### src/rtl/ahblite_timer_slave.sv
// AHB-Lite down-counting timer peripheral.
// Zero-wait-state slave with prescaler, periodic/one-shot reload and a
// level interrupt. Registers: CTRL, LOAD, VALUE (RO), PRESCALE, STATUS (W1C).
module ahblite_timer_slave #(
  parameter int          PRESCALE_W = 16,
  parameter logic [31:0] LOAD_RESET = 32'hFFFF_FFFF
) (
  input  logic        HCLK,
  input  logic        HRESETn,
  input  logic        HSEL,
  input  logic [31:0] HADDR,
  input  logic [1:0]  HTRANS,
  input  logic        HWRITE,
  input  logic [2:0]  HSIZE,
  input  logic [2:0]  HBURST,
  input  logic [3:0]  HPROT,
  input  logic [31:0] HWDATA,
  input  logic        HREADY,
  output logic        HREADYOUT,
  output logic [1:0]  HRESP,
  output logic [31:0] HRDATA,
  output logic        TIMER_IRQ
);

  localparam logic [2:0] A_CTRL     = 3'd0;
  localparam logic [2:0] A_LOAD     = 3'd1;
  localparam logic [2:0] A_VALUE    = 3'd2;
  localparam logic [2:0] A_PRESCALE = 3'd3;
  localparam logic [2:0] A_STATUS   = 3'd4;

  typedef enum logic {ST_STOPPED, ST_RUNNING} cnt_state_t;

  // Little-endian byte-lane strobe; anything wider than a halfword is a word.
  function automatic logic [3:0] byte_strobe(input logic [2:0] size, input logic [1:0] lo);
    logic [3:0] s;
    case (size)
      3'd0:    s = 4'b0001 << lo;
      3'd1:    s = lo[1] ? 4'b1100 : 4'b0011;
      default: s = 4'b1111;
    endcase
    return s;
  endfunction

  // Replace only the strobed bytes of a register word.
  function automatic logic [31:0] merge_bytes(input logic [31:0] old_w,
                                              input logic [31:0] new_w,
                                              input logic [3:0]  strb);
    logic [31:0] res;
    for (int i = 0; i < 4; i++) begin
      res[8*i +: 8] = strb[i] ? new_w[8*i +: 8] : old_w[8*i +: 8];
    end
    return res;
  endfunction

  // Bus-side state
  logic                  addr_valid;
  logic                  wr_pend;
  logic                  rd_pend;
  logic [2:0]            addr_p1;
  logic [3:0]            strb_p1;

  // Timer registers
  cnt_state_t            state;
  cnt_state_t            state_nxt;
  logic                  ctrl_irqen;
  logic                  ctrl_oneshot;
  logic [31:0]           load_r;
  logic [31:0]           value_r;
  logic [31:0]           value_nxt;
  logic [PRESCALE_W-1:0] prescale_r;
  logic [PRESCALE_W-1:0] pre_wdata;
  logic [PRESCALE_W-1:0] pcnt;
  logic [PRESCALE_W-1:0] pcnt_nxt;
  logic                  status_irq;
  logic                  irq_set;

  // Decoded data-phase actions
  logic                  wr_ctrl;
  logic                  wr_load;
  logic                  wr_pre;
  logic                  clr_stat;
  logic [31:0]           load_wdata;
  logic [31:0]           pre_word;
  logic                  tick;
  logic                  unused_bus;

  assign addr_valid = HSEL & HTRANS[1] & HREADY;
  assign unused_bus = ^{HBURST, HPROT, HADDR[31:5], HTRANS[0]};

  assign HREADYOUT  = 1'b1;
  assign HRESP      = 2'b00;

  assign wr_ctrl    = wr_pend && (addr_p1 == A_CTRL) && strb_p1[0];
  assign wr_load    = wr_pend && (addr_p1 == A_LOAD);
  assign wr_pre     = wr_pend && (addr_p1 == A_PRESCALE);
  assign clr_stat   = wr_pend && (addr_p1 == A_STATUS) && strb_p1[0] && HWDATA[0];
  assign load_wdata = merge_bytes(load_r, HWDATA, strb_p1);
  assign pre_word   = 32'(prescale_r);

  assign tick       = (state == ST_RUNNING) && (pcnt == prescale_r);
  assign TIMER_IRQ  = status_irq & ctrl_irqen;

  // Byte-merge the PRESCALE write word, bit by bit so any PRESCALE_W works.
  always_comb begin
    pre_wdata = prescale_r;
    for (int i = 0; i < PRESCALE_W; i++) begin
      if (strb_p1[i/8]) pre_wdata[i] = HWDATA[i];
    end
  end

  // Address-phase handshake flags; a non-selected cycle ends the data phase.
  always_ff @(posedge HCLK or negedge HRESETn) begin
    if (!HRESETn) begin
      wr_pend <= 1'b0;
      rd_pend <= 1'b0;
    end else begin
      wr_pend <= addr_valid & HWRITE;
      rd_pend <= addr_valid & ~HWRITE;
    end
  end

  // ---- address phase -> data phase boundary ----
  // Address and lane strobe are only consumed while a pend flag is set.
  always_ff @(posedge HCLK) begin
    if (addr_valid) begin
      addr_p1 <= HADDR[4:2];
      strb_p1 <= byte_strobe(HSIZE, HADDR[1:0]);
    end
  end

  // Counter/prescaler next state; LOAD and CTRL writes override the tick.
  always_comb begin
    state_nxt = state;
    value_nxt = value_r;
    pcnt_nxt  = pcnt;
    irq_set   = 1'b0;
    case (state)
      ST_STOPPED: pcnt_nxt = '0;
      ST_RUNNING: begin
        pcnt_nxt = tick ? '0 : pcnt + 1'b1;
        if (tick) begin
          if (value_r != 32'd0) begin
            value_nxt = value_r - 32'd1;
          end else begin
            irq_set = 1'b1;
            if (ctrl_oneshot) state_nxt = ST_STOPPED;
            else              value_nxt = load_r;
          end
        end
      end
      default: state_nxt = ST_STOPPED;
    endcase
    if (wr_load) begin
      value_nxt = load_wdata;
      pcnt_nxt  = '0;
      irq_set   = 1'b0;
      state_nxt = state;
    end
    if (wr_ctrl) begin
      state_nxt = HWDATA[0] ? ST_RUNNING : ST_STOPPED;
      if (HWDATA[0] && (state == ST_STOPPED)) pcnt_nxt = '0;
    end
    if (state_nxt == ST_STOPPED) pcnt_nxt = '0;
  end

  // Timer register file; hardware set of STATUS beats a W1C on the same edge.
  always_ff @(posedge HCLK or negedge HRESETn) begin
    if (!HRESETn) begin
      state        <= ST_STOPPED;
      ctrl_irqen   <= 1'b0;
      ctrl_oneshot <= 1'b0;
      load_r       <= LOAD_RESET;
      value_r      <= LOAD_RESET;
      prescale_r   <= '0;
      pcnt         <= '0;
      status_irq   <= 1'b0;
    end else begin
      state   <= state_nxt;
      value_r <= value_nxt;
      pcnt    <= pcnt_nxt;
      if (wr_ctrl) begin
        ctrl_irqen   <= HWDATA[1];
        ctrl_oneshot <= HWDATA[2];
      end
      if (wr_load) load_r     <= load_wdata;
      if (wr_pre)  prescale_r <= pre_wdata;
      if (irq_set)       status_irq <= 1'b1;
      else if (clr_stat) status_irq <= 1'b0;
    end
  end

  // Read mux, driven only during a read data phase.
  always_comb begin
    HRDATA = 32'd0;
    if (rd_pend) begin
      case (addr_p1)
        A_CTRL:     HRDATA = {29'd0, ctrl_oneshot, ctrl_irqen, state == ST_RUNNING};
        A_LOAD:     HRDATA = load_r;
        A_VALUE:    HRDATA = value_r;
        A_PRESCALE: HRDATA = pre_word;
        A_STATUS:   HRDATA = {31'd0, status_irq};
        default:    HRDATA = 32'd0;
      endcase
    end
  end

endmodule

### config.mk
export PLATFORM = sky130hd
export DESIGN_NAME = ahblite_timer_slave
export DESIGN_NICKNAME = d
export VERILOG_FILES = /design/src/rtl/ahblite_timer_slave.sv
export SDC_FILE = /design/constraint.sdc
export NUM_CORES = 1
export LEC_CHECK = 0
export ABC_AREA = 1
export BUFFER_PORTS_ARGS = -buffer_cell sky130_fd_sc_hd__buf_2
export CORE_MARGIN = 5
export CORE_UTILIZATION = 25
export DETAILED_ROUTE_END_ITERATION = 10
export HOLD_SLACK_MARGIN = 0.03
export PLACE_DENSITY_LB_ADDON = 0.08
export SLEW_MARGIN = 20
export SYNTH_ARGS = -nofsm -noshare
export SYNTH_HDL_FRONTEND = slang
export SYNTH_SLANG_ARGS = --single-unit
### constraint.sdc
create_clock -name HCLK -period 5.5 [get_ports HCLK]
set_clock_uncertainty 0.15 [all_clocks]
set_input_delay 1.1 -clock HCLK [delete_from_list [all_inputs] [get_ports HCLK]]
set_output_delay 1.1 -clock HCLK [all_outputs]
set_load 0.03 [all_outputs]
# --- Yosys cells after proc, flatten, opt, wreduce, memory -nomap -nowiden ---
# Cells that the tools add are included.
totals:
  out_inout_bits: 36
  wordCells: 80
  inputBits: 81
  ff_bits: 109
classes:
  n_reduce_logical: 18
  n_bitwise: 7
  mux: 32
  addsub: 2
  n_eq_ne: 7
  shift: 1
ops:
  columns: ["operator", "n"]
  rows:
  - ["$mux W32", 6]
  - ["$pmux W32 S5", 1]
  - ["$mux W16", 5]
  - ["$mux W8", 4]
  - ["$pmux W16 S2", 1]
  - ["$reduce_bool A32 Y1", 1]
  - ["$sub A32 B1 Y32 const B", 1]
  - ["$add A16 B1 Y16 const B", 1]
  - ["$eq A16 B16 Y1", 1]
  - ["$mux W1", 13]
  - ["$logic_and A1 B1 Y1", 9]
  - ["$pmux W4 S2", 1]
  - ["$eq A3 B1 Y1 const B", 2]
  - ["$eq A3 B2 Y1 const B", 2]
  - ["$logic_not A3 Y1", 2]
  - ["$reduce_bool A2 Y1", 3]
  - ["$and A1 B1 Y1", 5]
  - ["$mux W4", 1]
  - ["$reduce_and A2 Y1", 2]
  - ["$shl A1 B2 Y4 const A", 1]
  - ["$eq A3 B3 Y1 const B", 1]
  - ["$ne A3 B1 Y1 const B", 1]
  - ["$reduce_and A3 Y1", 1]
  - ["$not A1 Y1", 2]

# --- Longest topological paths before layout ---
logic_depth:
  depth_word: 8
  ltp_mapped: 14
  mapped_depth_nobuf: 12

# --- Least setup slack after synthesis ---
# Ideal clock, no wire load.
synth_timing:
  kind: "register to output"
  start: "register addr_p1[1]"
  end: "output HRDATA[21]"
  n_path_buf: 1
  arrival_ns: 1.670
  t_required_ns: 4.250
  slack_ns: 2.580
  stages_incl_launch_ff: 5
  path_cell_list: "edfxtp_1 -> nor3_4 -> clkbuf_1 -> nand2_1 -> a21oi_1"
synth_via:
  elab_chain_len: 3
synth_rtl:
  columns: ["element", "line", "source"]
  rows:
  - ["start, declared", "59", "logic [2:0] addr_p1;"]
  - ["start signal, assigned", "126", "addr_p1 <= HADDR[4:2];"]
  - ["$eq A3 B3 Y1 (tied with other cells)", "196", "case (addr_p1)"]
  - ["$pmux W32 S5 *", "196", null]
  - ["$mux W32 *", "195", "if (rd_pend) begin"]
  - ["end, declared", "21", "output logic [31:0] HRDATA,"]
# Every way passes the cells marked *; elsewhere a longest branch is shown, timed or not.

# --- Worst setup path in the final report ---
layout_timing:
  start: "register addr_p1[2]"
  end: "output HRDATA[0]"
# Same word-level chain as after synthesis.

==> reports/qor.csv <==
stage;metric;value;unit
run_status;status;completed;
floorplanning;die-area;33400;µm²
grt;grt_pass1_vias;7230;
power;peakVddDrop;0.104;mV
cts;cts_resized;0;
cts;hold_buffers;0;
timing;rsz0062_at_grt;no;
cts;cts_buffers;9;
worst_setup_path;path_common_cell;inv_1;
timing;tightest_slew;0.988;ns
synthesis;synth_cell_types;43;
worst_setup_path;path_delay_family;buffers and inverters;
worst_setup_path;max_stage_delay;0.73;ns
cts;post-cts-setup-buffer-count;0;
layout;drive_gt1_share;16.4;%
grt;track_usage;15.6;%
cts;clkTransAtPathRegs;0.08;ns
worst_setup_path;crit_required;4.25;ns
synthesis;synth_fa_ha_area_share;0.503;%
layout;final_common_cell;nand2_1;
routing;drcViolationCount;0;
synthesis;synth-seq-area-share;38.1;%
synthesis;synthMuxAreaShare;1.21;%
cts;clockBufferDepth;2;
synthesis;synth_area_per_cell;6.64;µm²
layout;num-fill-cells;3341;
routing;vias;7243;
synthesis;synth_compound_area_share;12.6;%
place;gp_congestion;0.819;
routing;drt_iter0_drc;438;
power;p_leak;4.14;nW
routing;postRouteWirelength;25900;µm
synthesis;synth_xor_xnor_area_share;2.82;%
timing;clock.fmax;258;MHz
layout;nets;1262;
layout;layout_common_cells;nand2_1, inv_1, nor2_1, o21ai_0, buf_2;
grt;antenna_found_initial;0;
synthesis;ys_ff_latch;109;
place;dpl.hpwl;19000;µm
cts;htreeDepth;3;
floorplanning;core;29600;µm²
floorplanning;rows;63;
timing;slew_viol_final;0;
synthesis;yosys_warnings;0;
place;port_buffers;78;
synthesis;syn_inst;1125;
worst_setup_path;crit_chain;inv_1 -> nand3_1 -> buf_4 -> inv_1 -> a221oi_1 -> a21oi_1 -> buf_2;
grt;grt-ovfl-total;0;
timing;period_share;70.5;%
worst_setup_path;cp.buffers_inverters;4;
synthesis;yosys_most_used_dff;dfstp_2;
grt;grt_start_max_net_pins;68;
worst_setup_path;critPathMaxFanout;21;
synthesis;synth_edf_count;7;
floorplanning;die_w;183;µm
routing;drt_first_pass_iters;7;
job;maxCapViolCount;0;
place;pre_cts_ws;1.98;ns
worst_setup_path;cp-end-kind;output port;
timing;timing.slew.headroom;34.1;%
routing;ant_nets;0;
grt;grt_pass1_wl;41400;µm
worst_setup_path;startpoint_type;register;
floorplanning;io_pins;117;
power;power.total;2.20;mW
worst_setup_path;crit_type;register to output port;
cts;cts_tree;built;
timing;finalHoldViolations;0;
timing;final.min_clock_period;3.88;ns
synthesis;syn-cell-area;7460;µm²
synthesis;synth_async_sr_flop_share;93.6;%
synthesis;synth_simple_gate_area_share;34.3;%
worst_setup_path;cp_slowest_cell;inv_1;
floorplanning;start_util;25.3;%
timing;finalSetupViolCount;0;
cts;cts.sinks;109;
timing;tns;0;ns
layout;fin_area;8440;µm²
cts;root_buffer;clkbuf_16;
synthesis;synth_top_family_by_area;simple AND/OR/NAND/NOR gates;
worst_setup_path;worstPathArrival;2.63;ns
routing;wire_per_inst;16.5;µm
worst_hold_path;hp-class;register to register;
place;placed_area;8170;µm²
routing;avgViaCountPerCell;4.60;
layout;synthToLayoutAreaGrowth;13.0;%
power;p_per_area;261;nW/µm²
layout;antennaDiodeCount;0;
timing;setup_ws;1.62;ns
cts;clock_latency;0.36;ns
floorplanning;chipHeight;183;µm
==> path summary, 6_finish.rpt <==
check	startpoint	end	slack, ns	cells past startpoint
min in group asynchronous	HRESETn	pcnt[7]	0.73	1
max in group asynchronous	HRESETn	value_r[16]	3.38	2
worst max register to register	addr_p1[1]	value_r[0]	2.32	9
worst min register to register	value_r[1]	value_r[1]	0.34	2
worst max-delay path	addr_p1[2]	HRDATA[0]	1.62	7
worst min-delay path	value_r[1]	value_r[1]	0.34	2
==> synth_stat cells, drive strengths merged, types with 2 or more instances <==
library cell / count / share of area (%)
dfrtp: 38 / 13
or2: 7 / 0.59
nand3b: 3 / 0.30
dfstp: 64 / 23
conb: 2 / 0.10
buf: 27 / 2.3
o21bai: 2 / 0.35
edfxtp: 7 / 2.8
a221oi: 3 / 0.35
o21ai: 82 / 5.5
nand2: 373 / 19
clkinv: 2 / 0.10
nand4: 29 / 2.4
o211ai: 2 / 0.20
mux2: 8 / 1.2
clkbuf: 17 / 0.85
ha: 3 / 0.50
nor3: 6 / 0.55
nor2: 141 / 7.4
o22ai: 22 / 1.8
xor2: 22 / 2.6
a21oi: 59 / 4.0
xnor2: 2 / 0.23
inv: 142 / 7.1
nand3: 56 / 3.9
==> power breakdown <==
| part | leakage, nW | switching, mW | internal [mW] |
|---|---|---|---|
| clock network | 0.129 | 0.339 | 0.306 |
| logic | 2.82 | 0.282 | 0.173 |
| registers | 1.19 | 0.120 | 0.980 |
| total | 4.14 | 0.741 | 1.46 |
==> tightest hold or removal path, delay by kind of cell (launching register included) <==
kind,cells,cell delay [ns]
simple gates,2,0.11
flops,1,0.39
==> registers in the layout, summed over array words and instances, names as in the netlist <==
signal,count
addr_p1,3
ctrl_irqen,1
ctrl_oneshot,1
load_r,32
pcnt,16
prescale_r,16
rd_pend,1
state,1
status_irq,1
strb_p1,4
value_r,32
wr_pend,1
==> per-layer routing <==
| layer | vias to the layer above | track usage, % | routed length, µm |
|---|---|---|---|
| met5 | - | 0 | 0 |
| met1 | 3420 | 23.1 | 13500 |
| met3 | 24 | 1.43 | 627 |
| li1 | 3677 | - | - |
| met4 | 0 | 3.96 | 352 |
| met2 | 122 | 24.7 | 11400 |
==> cells by family (layout without fill, tap and decap cells) <==
family / Yosys count / count (layout)
simple gates: 617 / 617
mux: 8 / 8
flops: 109 / 109
compound gates: 174 / 174
other cells: 2 / 3
xor+xnor: 24 / 24
buf+inv: 188 / 245
fa+ha+maj: 3 / 3
==> area by class of cell <==
class                      count  area (µm²)  area share, %
clock inverter                 7        42.5          0.504
tap                          390         488           5.78
multi-input combinational    829        3850           45.7
sequential                   109        2840           33.7
inverter                     144         541           6.41
timing repair buffer          85         445           5.28
clock buffer                   9         225           2.67
==> per-stage QoR <==
step / hold slack, ns / utilization [%] / instances
6_report: 0.343 / 28.5 / 1573
5_1_grt: 0.364 / 28.5 / 1573
4_1_cts: 0.348 / 28.5 / 1573
3_5_place_dp: 0.337 / 27.6 / 1557
3_3_place_gp: 0.334 / 27.6 / 1557
2_1_floorplan: 0.305 / - / 1126
Power figures use the tool's default switching activity.
